`config.mk`:
```
export PLATFORM = sky130hd
export DESIGN_NAME = uart_unit
export DESIGN_NICKNAME = d
export VERILOG_FILES = /design/src/rtl/uart_pkg.sv /design/src/rtl/baud_rate_gen.sv /design/src/rtl/uart_unit.sv
export SDC_FILE = /design/constraint.sdc
export NUM_CORES = 1
export LEC_CHECK = 0
export CAP_MARGIN = 20
export CORE_ASPECT_RATIO = 1.1
export CORE_MARGIN = 8
export CORE_UTILIZATION = 60
export CTS_BUF_LIST = sky130_fd_sc_hd__clkbuf_8
export DETAILED_ROUTE_END_ITERATION = 8
export PLACE_DENSITY = 0.82
export SLEW_MARGIN = 15
export SYNTH_ARGS = -nofsm -noshare
export SYNTH_HDL_FRONTEND = slang
export SYNTH_HIERARCHICAL = 1
export SYNTH_SLANG_ARGS = --single-unit
```
`constraint.sdc`:
```
create_clock -name CLK_100MHZ -period 2.1 [get_ports CLK_100MHZ]
set_input_delay 0.42 -clock CLK_100MHZ [delete_from_list [all_inputs] [get_ports CLK_100MHZ]]
set_output_delay 0.42 -clock CLK_100MHZ [all_outputs]
set_load 0.03 [all_outputs]
```
`src/rtl/uart_pkg.sv`:
```
// uart_pkg: shared FSM state encoding and baud divider computation
package uart_pkg;
  typedef enum logic [1:0] {IDLE, START, DATA, STOP} state_t;
  function automatic int calc_div(input int clk_rate, input int baud_rate, input int num_ticks);
    int d;
    d = clk_rate / (baud_rate * num_ticks);
    return d < 1 ? 1 : d;
  endfunction
endpackage

```
`src/rtl/baud_rate_gen.sv`:
```
// baud_rate_gen: free-running divider emitting a 1-cycle oversampling tick
module baud_rate_gen
  import uart_pkg::*;
#(
  parameter int CLK_RATE  = 100000000,
  parameter int BAUD_RATE = 9600,
  parameter int NUM_TICKS = 16
) (
  input  logic clk,
  input  logic rst,
  output logic s_tick
);
  localparam int DIV = calc_div(CLK_RATE, BAUD_RATE, NUM_TICKS);
  localparam int W = DIV > 1 ? $clog2(DIV) : 1;
  logic [W-1:0] cnt;
  assign s_tick = cnt == W'(DIV - 1);
  always_ff @(posedge clk) cnt <= rst || s_tick ? '0 : cnt + 1'b1;
endmodule

```
`src/rtl/uart_unit.sv`:
```
// uart_unit: full-duplex 8N1 UART with shared oversampling baud generator
module uart_unit
  import uart_pkg::*;
#(
  parameter int NBITS     = 8,
  parameter int NUM_TICKS = 16,
  parameter int BAUD_RATE = 9600,
  parameter int CLK_RATE  = 100000000
) (
  input  logic             CLK_100MHZ,
  input  logic             reset,
  input  logic             tx_start,
  input  logic             rx,
  input  logic [NBITS-1:0] data_in,
  output logic [NBITS-1:0] data_out,
  output logic             rx_done_tick,
  output logic             tx,
  output logic             tx_done_tick
);
  localparam int SW = $clog2(NUM_TICKS);
  localparam int NW = $clog2(NBITS + 1);
  localparam logic [SW-1:0] S_LAST = SW'(NUM_TICKS - 1);
  localparam logic [SW-1:0] S_HALF = SW'(NUM_TICKS / 2 - 1);
  localparam logic [NW-1:0] N_LAST = NW'(NBITS - 1);
  logic s_tick;
  baud_rate_gen #(.CLK_RATE(CLK_RATE), .BAUD_RATE(BAUD_RATE), .NUM_TICKS(NUM_TICKS)) u_baud (
    .clk(CLK_100MHZ),
    .rst(reset),
    .s_tick(s_tick)
  );
  state_t rx_state, rx_state_nx;
  logic [SW-1:0] rx_s, rx_s_nx;
  logic [NW-1:0] rx_n, rx_n_nx;
  logic [NBITS-1:0] rx_b, rx_b_nx, data_nx;
  logic rx_done_nx;
  always_ff @(posedge CLK_100MHZ) begin
    if (reset) begin
      rx_state     <= IDLE;
      rx_s         <= '0;
      rx_n         <= '0;
      rx_b         <= '0;
      data_out     <= '0;
      rx_done_tick <= 1'b0;
    end else begin
      rx_state     <= rx_state_nx;
      rx_s         <= rx_s_nx;
      rx_n         <= rx_n_nx;
      rx_b         <= rx_b_nx;
      data_out     <= data_nx;
      rx_done_tick <= rx_done_nx;
    end
  end
  always_comb begin
    rx_state_nx = rx_state;
    rx_s_nx     = rx_s;
    rx_n_nx     = rx_n;
    rx_b_nx     = rx_b;
    data_nx     = data_out;
    rx_done_nx  = 1'b0;
    case (rx_state)
      IDLE: if (!rx) begin
        rx_state_nx = START;
        rx_s_nx     = '0;
      end
      START: if (s_tick) begin
        if (rx_s == S_HALF) begin
          rx_state_nx = rx ? IDLE : DATA;
          rx_s_nx     = '0;
          rx_n_nx     = '0;
        end else rx_s_nx = rx_s + 1'b1;
      end
      DATA: if (s_tick) begin
        if (rx_s == S_LAST) begin
          rx_s_nx     = '0;
          rx_b_nx     = {rx, rx_b[NBITS-1:1]};
          rx_n_nx     = rx_n + 1'b1;
          rx_state_nx = rx_n == N_LAST ? STOP : DATA;
        end else rx_s_nx = rx_s + 1'b1;
      end
      STOP: if (s_tick) begin
        if (rx_s == S_LAST) begin
          rx_state_nx = IDLE;
          rx_done_nx  = 1'b1;
          data_nx     = rx_b;
        end else rx_s_nx = rx_s + 1'b1;
      end
      default: rx_state_nx = IDLE;
    endcase
  end
  state_t tx_state, tx_state_nx;
  logic [SW-1:0] tx_s, tx_s_nx;
  logic [NW-1:0] tx_n, tx_n_nx;
  logic [NBITS-1:0] tx_b, tx_b_nx;
  logic tx_nx, tx_done_nx;
  always_ff @(posedge CLK_100MHZ) begin
    if (reset) begin
      tx_state     <= IDLE;
      tx_s         <= '0;
      tx_n         <= '0;
      tx_b         <= '0;
      tx           <= 1'b1;
      tx_done_tick <= 1'b0;
    end else begin
      tx_state     <= tx_state_nx;
      tx_s         <= tx_s_nx;
      tx_n         <= tx_n_nx;
      tx_b         <= tx_b_nx;
      tx           <= tx_nx;
      tx_done_tick <= tx_done_nx;
    end
  end
  always_comb begin
    tx_state_nx = tx_state;
    tx_s_nx     = tx_s;
    tx_n_nx     = tx_n;
    tx_b_nx     = tx_b;
    tx_nx       = 1'b1;
    tx_done_nx  = 1'b0;
    case (tx_state)
      IDLE: if (tx_start) begin
        tx_state_nx = START;
        tx_s_nx     = '0;
        tx_b_nx     = data_in;
      end
      START: begin
        tx_nx = 1'b0;
        if (s_tick) begin
          if (tx_s == S_LAST) begin
            tx_state_nx = DATA;
            tx_s_nx     = '0;
            tx_n_nx     = '0;
          end else tx_s_nx = tx_s + 1'b1;
        end
      end
      DATA: begin
        tx_nx = tx_b[0];
        if (s_tick) begin
          if (tx_s == S_LAST) begin
            tx_s_nx     = '0;
            tx_b_nx     = tx_b >> 1;
            tx_n_nx     = tx_n + 1'b1;
            tx_state_nx = tx_n == N_LAST ? STOP : DATA;
          end else tx_s_nx = tx_s + 1'b1;
        end
      end
      STOP: if (s_tick) begin
        if (tx_s == S_LAST) begin
          tx_state_nx = IDLE;
          tx_done_nx  = 1'b1;
        end else tx_s_nx = tx_s + 1'b1;
      end
      default: tx_state_nx = IDLE;
    endcase
  end
endmodule

```
==> impl_results.rst <==
.. list-table::
   :header-rows: 1

   * - Metric
     - Value
   * - Final-layout worst hold slack
     - 0.4726 ns
   * - Top cells by instance count after synthesis
     - 57 x sky130_fd_sc_hd__dfxtp_1, 42 x sky130_fd_sc_hd__nor2_1, 29 x sky130_fd_sc_hd__mux2i_1, 14 x sky130_fd_sc_hd__a21oi_1, 12 x sky130_fd_sc_hd__inv_1
   * - Final critical path time including I/O delays and setup
     - 1.934 ns
   * - Leakage dissipation
     - 1.317 nW
   * - Clock buffers created by TritonCTS
     - 9
   * - Die Ht
     - 88.10 um
   * - Biggest area consumer among synthesized cells
     - sky130_fd_sc_hd__dfxtp_1
   * - Starting utilization of the core area
     - 61.81%
   * - Number of buffers inserted to repair setup after CTS
     - 0
   * - Count of cells along the worst hold path
     - 2
   * - Classification of the worst setup path
     - register to register
   * - Area share of fa/ha/maj cells after synthesis
     - 4.854%
   * - DRT Wirelength
     - 5.478 mm
   * - Prevailing post-synth register cell
     - sky130_fd_sc_hd__dfxtp_1
   * - Average vias per placed instance
     - 5.822
   * - Post-synthesis simple-gate area fraction
     - 22.51%
   * - Slew @ Worst Pin
     - 0.4999 ns
   * - Count of final setup violators
     - 0
   * - Seq cells post-synth
     - 57
   * - Power per standard cell area
     - 926.5 nW/um^2
   * - Total grt overflow
     - 0
   * - Total power draw
     - 3.068 mW
   * - CTS tree
     - built
   * - Fraction of final layout cells with drive strength greater than 1
     - 16.00%
   * - Via count
     - 2,218
   * - Number of nets with antenna violations after routing
     - 0
   * - Antenna diode instance count
     - 0
   * - Fin. max-slew vios
     - 0
   * - Htree depth
     - 3
   * - Maximum buffer depth of the clock tree
     - 2
   * - Relative max-transition margin
     - 66.57%
   * - Number of flops mapped to enable cells by yosys
     - 0
   * - Worst Reg2Reg Path Length in Cells
     - 7
   * - Post-synthesis cell area
     - 2835 um^2
   * - Syn nets
     - 315
   * - First-pass iteration count of the detailed router
     - 4
   * - Total cell area at the placement stage
     - 3123 um^2
   * - Global-route total usage across every layer
     - 16.71%
   * - Layout Skew
     - 0.007387 ns
   * - Pin count of the biggest net entering global routing
     - 19
   * - Fraction of the cycle the final worst path needs
     - 92.12%
   * - Clock transition at path regs
     - 0.06 ns
   * - Worst setup timing slack at the placement stage
     - -0.02684 ns
   * - DR WL/cell
     - 14.38 um
   * - Cell total after placement
     - 366
   * - Post-layout net count
     - 344
   * - # rows
     - 26
   * - Non-Filler Instances
     - 381
   * - Dpl hpwl
     - 3.753 mm
   * - Combinational family with the most area after synthesis
     - simple AND/OR/NAND/NOR gates
   * - Type of the tightest min-delay check
     - register to register
   * - Routability Congestion
     - 0.8202
   * - Critical R2R Launch
     - u_baud/cnt[4]
   * - Area of the core
     - 4587 um^2
   * - Post-layout worst setup margin
     - 0.1656 ns
   * - Most repeated cell in the gate-level netlist after synthesis
     - sky130_fd_sc_hd__dfxtp_1
   * - Port bufs
     - 22
   * - Area share of the leading cell type in the synthesized netlist
     - 40.25%
   * - Async set or reset register ratio after synthesis
     - 0%
   * - Worst min-delay path startpoint
     - tx_b[7]
   * - CP Launch Point
     - u_baud/cnt[4]
   * - # hold bufs at CTS
     - 0
   * - Outcome
     - complete, no violations
   * - Area overhead of the layout relative to synthesis
     - 16.81%
   * - DIE AREA
     - 7183 um^2
   * - Area share of xor/xnor cells in the synthesized design
     - 1.236%
   * - Count of unresolved DRC violations after routing
     - 0
   * - Clk_lat worst skew
     - 0.34 ns
   * - Yosys warning total
     - 6
   * - Count of cell types in the netlist
     - 60
   * - Number of clock sinks seen by CTS
     - 57
   * - Antenna violations before repair
     - 0
   * - Violation count after the first detailed-routing iteration
     - 82
   * - Critical path data arrival time
     - 2.15 ns
   * - Complex-gate fraction of the synthesized area
     - 16.42%
   * - Maximum fanout along the worst path
     - 4
   * - Kind of start point of the critical path
     - register
   * - Global-route wire length before repair
     - 9.390 mm
   * - Required arrival time at the worst endpoint
     - 2.31 ns
   * - Max VDD drop
     - 0.6601 mV
   * - Root buffer selected by CTS
     - sky130_fd_sc_hd__clkbuf_8
   * - Top-Level Pins
     - 23
   * - Max-capacitance violation count
     - 0
   * - Horizontal extent of the die
     - 81.54 um
   * - Setup repair after global routing missed its margin
     - no
   * - Leading cell types by total area after synthesis
     - sky130_fd_sc_hd__dfxtp_1 40%, sky130_fd_sc_hd__mux2i_1 10%, sky130_fd_sc_hd__nor2_1 5.6%
   * - Synthesized area divided by synthesized cell count
     - 9.710 um^2
   * - Max Clk Rate
     - 0.5169 GHz
   * - Post-Layout Inst Area
     - 3312 um^2
   * - Core occupancy in the finished layout
     - 72.20%
   * - Endpoint kind of the worst setup timing path
     - register
   * - Share of synthesized area spent on multiplexers
     - 10.24%
   * - Number of standard cells after synthesis
     - 292
   * - Post-synthesis sequential area ratio
     - 40.25%
   * - Count of final hold-check violations
     - 0
   * - Setup TNS
     - 0 ns
   * - Vias in the first global route
     - 2,114
## final cells by class
| cell class | count | area, um^2 |
|---|---|---|
| Clock buffer | 9 | 123.9 |
| Clock inverter | 6 | 36.28 |
| Fill cell | 340 | 1275 |
| Inverter | 12 | 45.04 |
| Multi-Input combinational cell | 210 | 1595 |
| Sequential cell | 57 | 1141 |
| Tap cell | 56 | 70.07 |
| Timing Repair Buffer | 31 | 300.3 |
## sequential cells by signal (all words and copies together), names as in the netlist, named ones only
register and flops:
rx_state 1, tx_s 4, data_out 8, tx 1
tx_done_tick 1, tx_n 4, rx_n 4, rx_done_tick 1
tx_state 2, tx_b 8, u_baud/cnt 10, rx_s 4
rx_b 8
## cells by family after synthesis
group / count (synthesis)
mux: 29
xor+xnor: 4
buf+inv: 25
simple gates: 107
flops: 57
fa+ha+maj: 11
compound gates: 59
## power by group
group / leakage (nW) / internal (mW) / switching [mW] / total (mW)
Sequential: 0.463 / 1.18 / 0.0642 / 1.24
Combinational: 0.770 / 0.447 / 0.530 / 0.978
Clock: 0.0846 / 0.413 / 0.436 / 0.849
Total: 1.32 / 2.04 / 1.03 / 3.07
## metal layers
| metal | up-vias | routed length (um) | global-route usage, % |
|---|---|---|---|
| met4 | 0 | 93 | 8.455 |
| met3 | 8 | 339 | 5.647 |
| met2 | 47 | 2562 | 27.30 |
| li1 | 1117 | - | - |
| met1 | 1046 | 2482 | 18.77 |
| met5 | - | 0 | 0 |
## placed cells by master (no fill, tap or decap), types with 3 or more instances in the layout
cell	count
sky130_fd_sc_hd__inv_1	12
sky130_fd_sc_hd__clkinv_2	4
sky130_fd_sc_hd__nand3_1	11
sky130_fd_sc_hd__nand2_1	6
sky130_fd_sc_hd__nor2_1	42
sky130_fd_sc_hd__mux2i_1	29
sky130_fd_sc_hd__clkdlybuf4s50_1	22
sky130_fd_sc_hd__xnor2_1	3
sky130_fd_sc_hd__a211oi_2	4
sky130_fd_sc_hd__o21ai_0	9
sky130_fd_sc_hd__a21oi_1	14
sky130_fd_sc_hd__or3_1	7
sky130_fd_sc_hd__nor2b_1	3
sky130_fd_sc_hd__nand4b_1	3
sky130_fd_sc_hd__clkbuf_8	9
sky130_fd_sc_hd__nand2b_1	5
sky130_fd_sc_hd__a211oi_1	6
sky130_fd_sc_hd__dfxtp_1	57
sky130_fd_sc_hd__buf_4	8
sky130_fd_sc_hd__nand4_1	5
sky130_fd_sc_hd__ha_1	11
## worst max-delay path, stage by stage (launching register included)
cell and delay (ns):
sky130_fd_sc_hd__dfxtp_1 0.33, sky130_fd_sc_hd__nor4b_4 0.30, sky130_fd_sc_hd__and4_4 0.30, sky130_fd_sc_hd__buf_4 0.13
sky130_fd_sc_hd__nor2b_1 0.06, sky130_fd_sc_hd__a2bb2oi_2 0.16, sky130_fd_sc_hd__o311ai_0 0.39, sky130_fd_sc_hd__o41ai_1 0.13
## repair_timing
item | CTS | global route
setup endpoints to repair | 8 | 17
resized for setup | 2 | 5
pin swaps | 0 | 1
## path summary, 6_finish.rpt
path         endpoint  slack (ns)
max           tx_s[2]        0.17
min           tx_b[7]        0.47
max reg2reg   tx_s[2]        0.17
min reg2reg   tx_b[7]        0.47
Power figures use the tool's default switching activity.
